**config.mk**
```make
export PLATFORM = sky130hd
export DESIGN_NAME = block_config_loader
export DESIGN_NICKNAME = d
export VERILOG_FILES = /design/src/rtl/block_config_loader.sv
export SDC_FILE = /design/constraint.sdc
export NUM_CORES = 1
export LEC_CHECK = 0
export ABC_AREA = 1
export CAP_MARGIN = 20
export CORE_MARGIN = 10
export CORE_UTILIZATION = 26
export DETAILED_ROUTE_END_ITERATION = 7
export PLACE_DENSITY_LB_ADDON = 0.1
export SLEW_MARGIN = 30
export SYNTH_ARGS = -nofsm -noshare
export SYNTH_HDL_FRONTEND = slang
export SYNTH_SLANG_ARGS = --single-unit
```
**constraint.sdc**
```tcl
create_clock -name clk -period 2.1 [get_ports clk]
set_input_delay 0.525 -clock clk [delete_from_list [all_inputs] [get_ports clk]]
set_output_delay 0.525 -clock clk [all_outputs]
set_load 0.02 [all_outputs]
```
**src/rtl/block_config_loader.sv**
```systemverilog
// Sequential configuration loader. It assembles WORD_W-bit words into a MEM_SIZE-bit image,
// then strobes each latch block's comb_set in turn, with a one-cycle hold after every strobe.
module block_config_loader #(
    parameter  int MEM_SIZE   = 16,
    parameter  int WORD_W     = 4,
    parameter  int NUM_BLOCKS = 4,
    parameter  int SET_CYCLES = 2,
    localparam int BLK_W      = (NUM_BLOCKS > 1) ? $clog2(NUM_BLOCKS) : 1
) (
    input  logic                  clk,
    input  logic                  rst_n,
    input  logic                  start,
    input  logic                  abort,
    input  logic                  cfg_valid,
    input  logic [WORD_W-1:0]     cfg_data,
    output logic                  cfg_ready,
    output logic [MEM_SIZE-1:0]   config_in,
    output logic [NUM_BLOCKS-1:0] comb_set,
    output logic [BLK_W-1:0]      blk_idx,
    output logic                  busy,
    output logic                  done
);

    localparam int WORDS  = MEM_SIZE / WORD_W;
    localparam int WCNT_W = (WORDS > 1) ? $clog2(WORDS) : 1;
    localparam int SC_W   = (SET_CYCLES > 1) ? $clog2(SET_CYCLES) : 1;

    typedef enum logic [2:0] {
        IDLE,
        LOAD,
        SET,
        HOLD,
        DONE
    } state_t;

    state_t            state;
    logic [WCNT_W-1:0] word_cnt;
    logic [SC_W-1:0]   set_cnt;

    // Decoded from state alone, so a word source may wait for ready before raising valid.
    assign cfg_ready = (state == LOAD);

    // NOTE: sequential state uses non-blocking assignments only; config_in is a flop
    // register (not a RAM), so it is cleared by the asynchronous reset like the rest.
    always_ff @(posedge clk or negedge rst_n) begin
        if (!rst_n) begin
            state     <= IDLE;
            config_in <= '0;
            comb_set  <= '0;
            blk_idx   <= '0;
            word_cnt  <= '0;
            set_cnt   <= '0;
            busy      <= 1'b0;
            done      <= 1'b0;
        end else begin
            case (state)
                IDLE, DONE: begin
                    if (start) begin
                        state    <= LOAD;
                        blk_idx  <= '0;
                        word_cnt <= '0;
                        busy     <= 1'b1;
                        done     <= 1'b0;
                    end
                end

                LOAD: begin
                    if (abort) begin
                        state    <= IDLE;
                        word_cnt <= '0;
                        busy     <= 1'b0;
                    end else if (cfg_valid) begin
                        config_in[int'(word_cnt) * WORD_W +: WORD_W] <= cfg_data;
                        if (word_cnt == WCNT_W'(WORDS - 1)) begin
                            state    <= SET;
                            set_cnt  <= '0;
                            comb_set <= NUM_BLOCKS'(1) << blk_idx;
                        end else begin
                            word_cnt <= word_cnt + WCNT_W'(1);
                        end
                    end
                end

                SET: begin
                    if (abort) begin
                        state    <= IDLE;
                        comb_set <= '0;
                        word_cnt <= '0;
                        busy     <= 1'b0;
                    end else if (set_cnt == SC_W'(SET_CYCLES - 1)) begin
                        state    <= HOLD;
                        comb_set <= '0;
                    end else begin
                        set_cnt <= set_cnt + SC_W'(1);
                    end
                end

                HOLD: begin
                    if (abort) begin
                        state    <= IDLE;
                        word_cnt <= '0;
                        busy     <= 1'b0;
                    end else if (blk_idx == BLK_W'(NUM_BLOCKS - 1)) begin
                        state <= DONE;
                        busy  <= 1'b0;
                        done  <= 1'b1;
                    end else begin
                        state    <= LOAD;
                        blk_idx  <= blk_idx + BLK_W'(1);
                        word_cnt <= '0;
                    end
                end

                default: begin
                    state    <= IDLE;
                    comb_set <= '0;
                    busy     <= 1'b0;
                    done     <= 1'b0;
                end
            endcase
        end
    end

endmodule

```
======== Word-level counts from Yosys, hierarchy flattened ========
Index checks and enable logic that the tools add are counted.
storage, ports and cells
  flip-flop bits (word level) ............. 30
  bits in latches ......................... 0
  RAM bits ................................ 0
  memory bits (read-only) ................. 0
  output and inout port bits .............. 25
  logic and storage cells ................. 97
  memories ................................ 0
cells by class
  add/sub/neg operators ................... 4
  multiply operators ...................... 0
  div/mod/pow operators ................... 0
  order comparisons ....................... 0
  eq/ne operators ......................... 22
  shifts and indexed selects .............. 3
  multiplexer cells ....................... 42
  bitwise gates (word level) .............. 3
  reduce and logical (&&, ||, !) cells .... 15
operators by type and width
  cell                                                   number
  negator 4 -> 33 bit                                    1
  variable shift 4 x 33 -> 16 bit, first input constant  1
  variable part select 4 x 33 -> 16 bit                  1
  2-to-1 mux 3 bit                                       8
  2-to-1 mux 4 bit                                       5
  2-to-1 mux 2 bit                                       9
  bitwise mux 16 bit                                     1
  != test 2 bit, second input constant                   8
  != test 3 bit, second input constant                   5
  2-to-1 mux 1 bit                                       12
  case mux 3 bit (4 select lines)                        1
  case mux 4 bit (3 select lines)                        1
  AND reduction 4 bit                                    3
  AND reduction 5 bit                                    2
  case mux 2 bit (4 select lines)                        1
  == test 3 x 2 -> 1 bit, second input constant          2
  case mux 1 bit (3 select lines)                        2
  AND reduction 3 bit                                    2
  AND reduction 6 bit                                    1
  adder 2 x 1 -> 2 bit, second input constant            2
  == test 2 bit, second input constant                   2
  != test 2 x 1 -> 1 bit, second input constant          2
  case mux 2 bit (2 select lines)                        1
  nonzero test 2 bit                                     2
  11 further kinds                                       14

======== Logic depth before layout (Yosys ltp) ========
  depth in word-level cells ............... 5
  depth in mapped cells ................... 9
  depth with buffers taken out ............ 9

======== Worst setup path after synthesis ========
OpenSTA, ideal clock, no wires.
  path type ............................... register to register
  from .................................... register word_cnt[0]
  to ...................................... register config_in[0]
  library setup time ...................... 76 ps
  data arrival time ....................... 1471 ps
  data required time ...................... 2024 ps
  setup slack ............................. 553 ps
  stages on the path, launching flop included .. 7
  buffers on the path ..................... 1
  cell sequence ........................... dfrtp_1 buf_2 inv_1 ha_1 nor3_1 nand2_1 o21ai_1
on the way
  cells in the longest elaborated chain, start to end .. 3
RTL lines
  item                                                                                             RTL line  RTL
  start, declared                                                                                  37        logic [WCNT_W-1:0] word_cnt;
  start signal, assigned                                                                           79        word_cnt <= word_cnt + WCNT_W'(1);
  negator 4 -> 33 bit (*)                                                                          73        config_in[int'(word_cnt) * WORD_W +: WORD_W] <= cfg_data;
  variable part select 4 x 33 -> 16 bit / variable shift 4 x 33 -> 16 bit (equally long branches)  73
  bitwise mux 16 bit (*)                                                                           73
  end signal, assigned by index                                                                    73
  end, declared                                                                                    17        output logic [MEM_SIZE-1:0] config_in,
Every way passes the cells marked *; elsewhere a longest branch is shown, timed or not.
A chain may end at the register's enable or synchronous reset.

======== Worst setup path after layout ========
  from .................................... register blk_idx[0]
  to ...................................... output port blk_idx[0]
RTL lines
  item                    RTL line  RTL
  start, declared         19        output logic [BLK_W-1:0] blk_idx,
  start signal, assigned  109       blk_idx <= blk_idx + BLK_W'(1);
No word-level cell between the ends.

==> metrics.yaml <==
global_route:
  grt_pass1_vias: 1409
  gr-total-overflow: 0
  grt_util_all_layers_pct: 8.30
  antenna_found_initial: 0
  grt_pass1_wl_mm: 6.79
  grt_max_degree: 31
critical_path:
  r2r-start: "word_cnt[1]$_DFFE_PN0P_"
  path_buf_inv: 1
  path_class: "flip-flop to output port"
  path_cells: "clkdlybuf4s50_1"
  crit_start: "blk_idx[0]$_DFFE_PN0P_"
  crit_family: "buffers and inverters"
  crit_slowest_cell: "clkdlybuf4s50_1"
  rr_worst_depth: 5
  critical_path_required_ps: 1570
  r2r_setup_slack_ps: 530
  critPathCaptureType: "output port"
  critPathLaunchType: "flip-flop"
  crit_path_end: "blk_idx[0]"
  slowest_delay_ps: 650
  crit_cells: 1
  crit_fanout: 6
  cp.arrival_ps: 1400
  reg2reg_to: "config_in[1]$_DFFE_PN0P_"
synth:
  syn_area_um2: 1690
  synth_fp_nets: 231
  syn_area_per_cell_um2: 7.97
  ys_seq_area_share_pct: 44.4
  yosys.area.top_type_share_pct: 44.4
  synth-seq-cells: 30
  yosysWarnings: 0
  ys_types: 22
  synthCells: 212
  yosys-top-cells-area: "dfrtp_1 (44%), nand2_1 (17%), ha_1 (7.4%), o21ai_1 (5.0%), inv_1 (4.9%)"
  yosys.area.top_type: "dfrtp_1"
clock_network:
  cts_hold_buf: 0
  cts_htree_levels: 2
  cts_tree: "yes"
  clock-sinks: 30
  numCtsBuffers: 5
  path_clk_slew_ps: 70
  clkLatencyLatePin_ps: 290
  cts_setup_buffers: 0
  clockRootBuffer: "clkbuf_8"
  max-clock-path-buffers: 2
  cts_resized: 1
sta:
  maxSlewHeadroom_pct: 72.7
  fin_crit_ps: 1920
  min_period_over_period_pct: 91.4
  fin_worst_skew_ps: 5.05
  fin_ws_ps: 180
  setup_violations: 0
  rsz0062_at_grt: "false"
  hold_violations: 0
  max_freq_ghz: 0.521
  worstMarginPinSlew_ps: 406
  fin_setup_tns_ps: 0
  slew_viol_final: 0
  whs_ps: 475
floorplan:
  die_y_um: 101
  rows: 29
  die-area_um2: 10100
  io_pins: 34
  die_w_um: 101
  core_area_um2: 6310
  start_util_pct: 26.8
route:
  post_drt_via_cell_ratio: 4.20
  drt_wl_total_mm: 3.99
  drtPass1Iterations: 4
  vias: 1396
  drc_errors: 0
  postRouteAntennaNets: 0
  drt-initial-drc-count: 63
  wl_per_cell_um: 12.0
pwr:
  peakVddDrop_mv: 0.402
  power_density_nw_per_um2: 1180
  finalPower_mw: 2.67
  p_leak_nw: 1.14
finish:
  num-fill-cells: 693
  fin_nets: 273
  syn_to_final_growth_pct: 34.4
  drive_above_1_share_pct: 10.2
  multi_input_area_um2: 832
  diodes: 0
  regArea_um2: 751
  layout_common_cells: "nand2_1 (76), clkdlybuf4s50_1 (32), dfrtp_1 (30)"
  final_common_cell: "nand2_1"
placement:
  gp_congestion: 0.787
  dp_slack_ps: 164
  port_buffers: 33
  place_hpwl_mm: 3.16
run:
  cap_violations: 0
min_path:
  worst_hold_path_type: "flip-flop to flip-flop"
run_status:
  outcome: "complete, no violations"
[worst min path at each step]
stage	slack (ps)	endpoint	startpoint	cells past startpoint
6_report	480	busy$_DFFE_PN0P_	busy$_DFFE_PN0P_	2
5_1_grt	500	comb_set[0]$_DFFE_PN0P_	comb_set[0]$_DFFE_PN0P_	2
4_1_cts	480	comb_set[2]$_DFFE_PN0P_	comb_set[2]$_DFFE_PN0P_	2
3_5_place_dp	460	busy$_DFFE_PN0P_	busy$_DFFE_PN0P_	2
3_3_place_gp	460	done$_DFFE_PN0P_	done$_DFFE_PN0P_	2
2_1_floorplan	230	blk_idx[0]$_DFFE_PN0P_	rst_n	0
[logic make-up after synthesis]
| group | synth area share, % |
|---|---|
| simple gates | 35.7 |
| flops | 44.4 |
| buf+inv | 6.30 |
| compound gates | 6.15 |
| fa+ha+maj | 7.41 |
[stage by stage]
step / cells / util (%) / cell area [um2]
2_1_floorplan: 212 / - / 1690
4_1_cts: 332 / 36.0 / 2270
3_3_place_gp: 324 / 33.7 / 2130
5_1_grt: 332 / 36.0 / 2270
6_report: 332 / 36.0 / 2270
3_5_place_dp: 324 / 33.7 / 2130
[cell type report]
type	count	share of cell area, %
well taps	77	4.24
flip-flops and latches	30	33.1
clock buffers	6	3.64
repair buffers	37	15.8
clock inverters	2	2.64
multi-input cells	156	36.6
inverters	24	3.97
[registers in the layout, indices dropped and copies added (netlist names)]
name and cells:
state 3, blk_idx 2, busy 1, set_cnt 1, comb_set 4, done 1, config_in 16, word_cnt 2
[tightest hold or removal path, cell delays in order (launching register included)]
cell	delay (ps)
dfrtp_1	340
nand2_1	50
nand2_1	50
[report_power, final]
group | switching [mW] | internal, mW | total [mW]
Combinational | 0.747 | 0.420 | 1.17
Clock | 0.230 | 0.506 | 0.736
Sequential | 0.0820 | 0.688 | 0.770
[Yosys cell counts]
cell type   n
inv_1      22
o21ai_0     1
nand2_4     5
nand3b_1    1
buf_6       1
a31oi_1     1
nand2_2     2
dfrtp_1    30
ha_1       10
nor2_8      1
nand4_1     9
clkinv_1    1
nor3_1      1
nor2_1     19
nor2_4      3
o21bai_1    1
inv_2       1
o21ai_1    17
nand3_1     7
buf_2       1
nand3_2     2
nand2_1    76
[per-layer routing]
layer / global-route usage, % / wire length (um) / vias up
li1: - / - / 752
met1: 10.8 / 1950 / 617
met2: 11.4 / 1720 / 23
met3: 3.02 / 272 / 4
met4: 4.89 / 48 / 0
met5: 0 / 0 / -
Note: power is estimated with default switching activity, not from simulation.
